## config.mk

```make
export PLATFORM = sky130hd
export DESIGN_NAME = instr_mem_fetch
export DESIGN_NICKNAME = d
export VERILOG_FILES = /design/src/rtl/cpu_pkg.sv /design/src/rtl/instr_mem_array.sv /design/src/rtl/instr_mem_fetch.sv
export SDC_FILE = /design/constraint.sdc
export NUM_CORES = 2
export LEC_CHECK = 0
export ABC_AREA = 0
export CORE_ASPECT_RATIO = 2
export CORE_MARGIN = 5
export CORE_UTILIZATION = 45
export DETAILED_ROUTE_END_ITERATION = 12
export GPL_TIMING_DRIVEN = 0
export PLACE_DENSITY_LB_ADDON = 0.1
export SKIP_LAST_GASP = 1
export SLEW_MARGIN = 30
export SYNTH_ARGS = -nofsm -noshare
export SYNTH_HDL_FRONTEND = slang
export SYNTH_SLANG_ARGS = --single-unit
```

## constraint.sdc

```tcl
create_clock -name clock -period 2.73 [get_ports clock]
set_input_delay 0.273 -clock clock [delete_from_list [all_inputs] [get_ports clock]]
set_output_delay 0.273 -clock clock [all_outputs]
set_load 0.03 [all_outputs]
```

## src/rtl/cpu_pkg.sv

```systemverilog
// Shared CPU constants: default widths and the NOP encoding.
// Imported by fetch-side blocks that need a safe filler word.
package cpu_pkg;
  localparam int INSTR_W_DEF = 16;
  localparam int ADDR_W_DEF = 16;
  localparam logic [3:0] OP_NOP = 4'h0;
  localparam logic [15:0] NOP_DEF = {OP_NOP, 12'h000};
endpackage

```

## src/rtl/instr_mem_array.sv

```systemverilog
// Synchronous-read instruction store, one write and one read port.
// rdata is held between reads so it can serve as the output buffer.
module instr_mem_array #(
  parameter int DEPTH = 256,
  parameter int INSTR_W = 16,
  parameter int AW = 8
) (
  input  logic               clock,
  input  logic               we,
  input  logic [AW-1:0]      waddr,
  input  logic [INSTR_W-1:0] wdata,
  input  logic               re,
  input  logic [AW-1:0]      raddr,
  output logic [INSTR_W-1:0] rdata
);

  logic [INSTR_W-1:0] mem [DEPTH];

  // Plain write/read ports so the storage maps onto block RAM.
  always_ff @(posedge clock) begin
    if (we) mem[waddr] <= wdata;
    if (re) rdata <= mem[raddr];
  end

endmodule

```

## src/rtl/instr_mem_fetch.sv

```systemverilog
// Writable instruction memory with a handshaked, one-entry fetch buffer,
// range fault reporting and a saturating accepted-fetch counter.
import cpu_pkg::*;

module instr_mem_fetch #(
  parameter int INSTR_W = INSTR_W_DEF,
  parameter int ADDR_W = ADDR_W_DEF,
  parameter int DEPTH = 256,
  parameter logic [INSTR_W-1:0] NOP_WORD = INSTR_W'(NOP_DEF),
  parameter int CNT_W = 16
) (
  input  logic               clock,
  input  logic               reset,
  input  logic               prog_we,
  input  logic [ADDR_W-1:0]  prog_addr,
  input  logic [INSTR_W-1:0] prog_data,
  output logic               prog_err,
  input  logic               fetch_req,
  input  logic [ADDR_W-1:0]  fetch_addr,
  output logic               fetch_ready,
  output logic               instr_valid,
  output logic [INSTR_W-1:0] instr,
  input  logic               instr_ready,
  output logic               addr_fault,
  output logic [CNT_W-1:0]   fetch_count
);

  localparam int AW = (DEPTH > 1) ? $clog2(DEPTH) : 1;
  localparam logic [ADDR_W:0] LIM = (ADDR_W+1)'(DEPTH);

  typedef enum logic {EMPTY, FULL} state_t;

  state_t             state;
  logic               fetch_ok;
  logic               prog_ok;
  logic               accept;
  logic               consume;
  logic               mem_we;
  logic               mem_re;
  logic [INSTR_W-1:0] rdata;

  assign fetch_ok = {1'b0, fetch_addr} < LIM;
  assign prog_ok = {1'b0, prog_addr} < LIM;

  // A pending write blocks fetches, so reads never race a write.
  assign fetch_ready = !prog_we && (state == EMPTY || instr_ready);
  assign accept = fetch_req && fetch_ready && !reset;
  assign consume = instr_valid && instr_ready;
  assign mem_we = prog_we && prog_ok && !reset;
  assign mem_re = accept && fetch_ok;

  // The array read register is the buffer; invalid/faulted words are masked.
  assign instr = !instr_valid ? '0 : (addr_fault ? NOP_WORD : rdata);

  instr_mem_array #(
    .DEPTH(DEPTH),
    .INSTR_W(INSTR_W),
    .AW(AW)
  ) u_array (
    .clock(clock),
    .we(mem_we),
    .waddr(prog_addr[AW-1:0]),
    .wdata(prog_data),
    .re(mem_re),
    .raddr(fetch_addr[AW-1:0]),
    .rdata(rdata)
  );

  // Output-buffer FSM: EMPTY/FULL with back-to-back reload.
  always_ff @(posedge clock) begin
    if (reset) begin
      state <= EMPTY;
      instr_valid <= 1'b0;
      addr_fault <= 1'b0;
    end else begin
      unique case (state)
        EMPTY: begin
          if (accept) begin
            state <= FULL;
            instr_valid <= 1'b1;
            addr_fault <= !fetch_ok;
          end
        end
        FULL: begin
          if (accept) begin
            addr_fault <= !fetch_ok;
          end else if (consume) begin
            state <= EMPTY;
            instr_valid <= 1'b0;
            addr_fault <= 1'b0;
          end
        end
      endcase
    end
  end

  // One-cycle pulse for a dropped out-of-range program write.
  always_ff @(posedge clock) begin
    if (reset) prog_err <= 1'b0;
    else prog_err <= prog_we && !prog_ok;
  end

  // Accepted-fetch counter, sticks at all-ones.
  always_ff @(posedge clock) begin
    if (reset) fetch_count <= '0;
    else if (accept && fetch_count != '1) fetch_count <= fetch_count + 1'b1;
  end

endmodule
```

# Word-level counts from Yosys, hierarchy flattened
# Memory sizes are Yosys's and may differ from the RTL's. A register that Yosys moved wholly into a read port is not among the register bits.
# Index checks and enable logic that the tools add are counted.
# totals
ff_bits	20
ram_bits	4096
input_bits	53
n_memories	1
# op_classes
n_addsub	1
order_cmp	2
n_eq_ne	5
n_mux	15
n_bitwise	1
reduce_logical	16
# memory_table
memory	depth	width	read_ports	rd_ports_with_merged_regs	write_ports	line_no	source
u_array.mem	256	16	1	1	1	instr_mem_array.sv:17	logic [INSTR_W-1:0] mem [DEPTH];
# op_table
cell	count
< comparator 16 x 9 -> 1 bit (second input constant)	2
2-to-1 mux 16 bit	2
adder 16 x 1 -> 16 bit (second input constant)	1
inequality test 16 bit (second input constant)	1
2-to-1 mux 1 bit	10
logical AND 1 bit	9
case mux 1 bit (2 select lines)	3
zero test 1 bit	4
inequality test 2 bit (second input constant)	2
inequality test 3 x 1 -> 1 bit (second input constant)	1
AND reduction 3 bit	1
inequality test 2 x 1 -> 1 bit (second input constant)	1
AND reduction 2 bit	1
logical OR 1 bit	1
NOT 1 bit	1

# Logic depth before layout (Yosys ltp)
# logic_depth
depth_word	7
mapped_depth	12
ltp_nobuf	7

# Modules after synthesis
# Synthesis repeated with hierarchy kept, for this count alone.
# hier_totals
hier_cells	7504
area_unflattened_um2	160071.0
# by_module_without_submodules
module	instances	cells_each	area_each_um2	seq_area_each_um2
instr_mem_array	1	7360	158874.9	123478.4
instr_mem_fetch	1	144	1196.1	400.4

# Worst setup path after synthesis
# No wires, ideal clock.
# synth_timing
kind	input -> register
from	input port prog_addr[10]
to	memory u_array.mem[220][0] (enable)
setup_time_ps	388
t_arrival_ps	2538
path_slack_ps	-196
cell_stages	7
path_buffers	1
path_cell_list	or4_1 -> nor2_1 -> nand3b_1 -> nor3_1 -> nand3_1 -> clkbuf_1 -> nor2_1
# synth_between
elab_chain_cells	5
# synth_lines
element	line_no	source
start, declared	instr_mem_fetch.sv:15	input logic [ADDR_W-1:0] prog_addr,
< comparator 16 x 9 -> 1 bit	instr_mem_fetch.sv:43	assign prog_ok = {1'b0, prog_addr} < LIM;
logical AND 1 bit (2 in series)	instr_mem_fetch.sv:49	assign mem_we = prog_we && prog_ok && !reset;
2-to-1 mux 1 bit	instr_mem_array.sv:21	if (we) mem[waddr] <= wdata;
2-to-1 mux 1 bit (implied by the code)	instr_mem_array.sv:21	
end, declared	instr_mem_array.sv:17	
# No other way between the ends.

# Worst setup path after layout
# layout_timing
from	input port fetch_addr[4]
to	register u_array.rdata[6] (read register of u_array.mem) (data pin)
# layout_between
elab_chain_cells	2
# layout_lines
element	line_no	source
start, declared	instr_mem_fetch.sv:19	input logic [ADDR_W-1:0] fetch_addr,
< comparator 16 x 9 -> 1 bit	instr_mem_fetch.sv:42	assign fetch_ok = {1'b0, fetch_addr} < LIM;
logical AND 1 bit	instr_mem_fetch.sv:50	assign mem_re = accept && fetch_ok;
end, declared	instr_mem_array.sv:14	output logic [INSTR_W-1:0] rdata
# Several ways; a longest one is shown, not always the timed one.
# A chain may end at the register's enable or synchronous reset.

==> reports/results.md <==
- 0.000494 V — Max VDD drop
- 0 — Final Max Tran Viols
- 61 — number of different library cells in the post-synthesis netlist
- 40 — number of antenna violations at the first check in global routing
- 0.07 ns — clock edge transition at the registers on the reported setup and hold paths
- edfxtp_1 — cell type contributing the most total cell area after synthesis
- 31.9% — proportion of layout cells with a drive suffix above 1
- edfxtp_1 — commonest non-fill, non-tap cell in the layout
- 10 — critical path fanouts, max
- 431 microns — Die Width
- 331 MHz — Max Freq
- register — nature of the critical path endpoint
- 77.3% — area share of the leading cell type in the synthesized netlist
- clkbuf_16 — root buf cell
- 320 mm — met2 wire length
- 1.06 ns — transition time at the pin with the least slew margin
- 650 mm — final wirelength
- 0% — async set-or-reset flop fraction in the synthesized netlist
- multiplexers — combinational family with the most area after synthesis
- 108 — maximum number of pins on one net before global-route repair
- 0 — max-cap viol count
- 8505 — Final Net Count
- -0.292 ns — Worst Setup Slack, final
- 190 mm — wire length on met1
- 160000 sq um — summed instance area of the synthesized netlist
- 3.16% — compound-cell area share of the yosys netlist
- 0 — number of endpoints with negative hold slack in the final report
- 45.1% — Starting Density
- 111% — period utilisation layout
- 0 — Synthesis Warnings
- 84 — number of buffers inserted by port buffering
- in2reg — CP Class
- 354000 sq um — Core ar.
- 682 nW/um^2 — power density cells
- buf_6, inv_1, clkbuf_1, clkbuf_2, nand2_1, a32o_1, a211oi_1, nand3_2, nor4_4 — sequence of cells on the critical path
- 3.51 ns — required time of the critical path
- yes — TritonCTS clock tree
- 2.40% — Simple-Gate Fraction of Synth Area
- 15.1% — fraction of synthesized area in multiplexers
- 841 mm — wire length of the first global-routing pass
- 193000 sq um — Non-Filler Cell Area, Final
- 881 — final count of negative-setup-slack endpoints
- 853 microns — floorplan die height
- 0.00783% — area share of fa/ha/maj cells after synthesis
- 89 — I/O Pins
- input pin — Critical Path Start Type
- setup timing — violations in the final reports
- 7578 — total nets after synthesis
- 3.02 ns — fin crit period
- 368 — TritonCTS buffer count
- 7524 — number of instances in the synthesized netlist
- in2reg — hold crit path type
- 4132 — number of synthesized register bits
- 0.0823% — Synth Area in XOR/XNOR
- 87.0k — vias
- 368000 sq um — overall die area
- 0 — gr ovfl total
- 61.0 nW — cell leakage power
- 28.9% — remaining max-slew budget at the tightest pin
- 0.0691 ns — setup skew after layout
- 175000 sq um — post-placement cell area
- 21.2 sq um — mean post-synth cell area
- 10.5k — number of design-rule violations left by the first detailed-router iteration
- 1.08 — Placer Congestion
- 87.4k — number of global-route vias before repair
- 5 — H-Tree Depth
- 0 — DRC violation count after routing
- 35.1% — All-Layer GR Usage
- clkbuf_2 — master of the slowest instance on the critical path
- edfxtp_1 — most used flip-flop cell after synthesis
- 20.9% — synthesis-to-finish area growth
- 3.80 ns — endpoint arrival time on the critical path
- edfxtp_1 (4112), mux4_2 (805), mux2i_1 (573) — leading cell types in the layout, fill and taps excluded
- finished, violations left — outcome
- 13.4k — non-filler cells, final
- 469 mm — HPWL after detailed placement
- 4112 — number of enable-type register cells in the synthesized netlist
- 48.4 microns — wire length per cell after detailed routing
- met5 — highest metal layer used by the detailed router
- edfxtp_1 (77%), mux4_2 (11%), mux2i_1 (3.7%) — cells taking the most area after synthesis
- 4132 — Clock Sinks
- 0.98 ns — Clock Latency Late Sink
- 0 — number of antenna-violating nets in the routed design
- 6.47 — vias per inst
- 309 — num rows
- 7 — number of search-and-repair iterations in the first detailed-routing pass
- 4 — worst-case clock buffer depth
- 47.5 mm — wire length on met3
- yes — unrepaired setup endpoints after global routing
- 12.6k — placed cells
- 0.75 ns — delay of the slowest cell on the worst path
- 77.6% — sequential cell area fraction in the yosys report
## report_power, final
group | internal [mW] | switching [mW] | total (mW)
Sequential | 69.7 | 0.00623 | 69.7
Clock | 28.2 | 24.0 | 52.2
Combinational | 3.00 | 6.81 | 9.81
Total | 101 | 30.9 | 132
## stage by stage
| stage | power [mW] | setup TNS [ns] | utilization [%] | setup WS [ns] | hold WS, ns |
|---|---|---|---|---|---|
| after floorplan | 74.5 | -403.23 | - | -0.196 | 0.372 |
| after global placement | 80.2 | - | 47.0 | -8.33 | 0.509 |
| after detailed placement | 80.0 | -7338.44 | 49.6 | -3.66 | 0.506 |
| after CTS | 132 | -260.66 | 54.0 | -0.303 | 0.00861 |
| after global routing | 134 | -19.18 | 54.6 | -0.207 | 0.104 |
| final | 132 | -46.67 | 54.6 | -0.292 | 0.0740 |
## Yosys cell counts (31+ instances only)
cell type / count
a21oi_1: 99
a22oi_1: 44
buf_1: 39
buf_2: 65
buf_4: 51
buf_6: 76
clkbuf_1: 196
edfxtp_1: 4112
mux2i_1: 594
mux4_2: 805
nand2_1: 127
nand3_1: 31
nor2_1: 330
nor3_1: 204
nor4_1: 43
o21ai_0: 37
o221ai_1: 192
o22ai_1: 174
## area by class of cell
cell class	count	area, sq um
Antenna cell	33	82.6
Clock buffer	440	9690
Multi-Input combinational cell	2944	37700
Clock inverter	218	1890
Fill cell	26900	161000
Tap cell	4665	5840
Buffer	439	4190
Timing Repair Buffer	561	9860
Sequential cell	4132	124000
Inverter	5	22.5
## critical path, delay by kind of cell
| family | cells | cell delay [ns] |
|---|---|---|
| compound gates | 2 | 0.90 |
| buf+inv | 4 | 1.77 |
| simple gates | 3 | 0.80 |
## sequential cells by signal, summed over array words and instances (netlist names)
register       count
u_array.rdata     16
state              1
prog_err           1
addr_fault         1
u_array.mem     4096
fetch_count       16
instr_valid        1
## kinds of logic after synthesis
logic type                 count (synthesis)
adders and majority gates                  1
DFF                                     4132
and+or+nand+nor                          837
buffers and inverters                    448
muxes                                   1399
AOI/OAI and AO/OA                        692
xor gates and xnor gates                  15
## final timing paths
| check | start | to | slack [ns] | cells past startpoint |
|---|---|---|---|---|
| max | fetch_addr[4] | u_array.rdata[6] | -0.29 | 9 |
| min | reset | fetch_count[1] | 0.07 | 3 |
| max reg2reg | u_array.mem[147][0] | u_array.rdata[0] | -0.22 | 6 |
| min reg2reg | state | state | 0.52 | 2 |
## repair_timing
action | CTS | global route
hold endpoints to repair | 1461 | 0
pin swaps | 76 | 81
hold buffers | 20 | 0
gates resized for setup | 696 | 94
setup endpoints to repair | 4127 | 2396
setup buffers | 68 | 107
## layer usage
| layer | track usage, % | up-vias |
|---|---|---|
| met1 | 35.0 | 46400 |
| met4 | 38.1 | 10 |
| met5 | 0 | - |
| met2 | 58.7 | 5024 |
| met3 | 6.89 | 1830 |
| li1 | - | 33700 |
(Power assumes the default switching activity.)
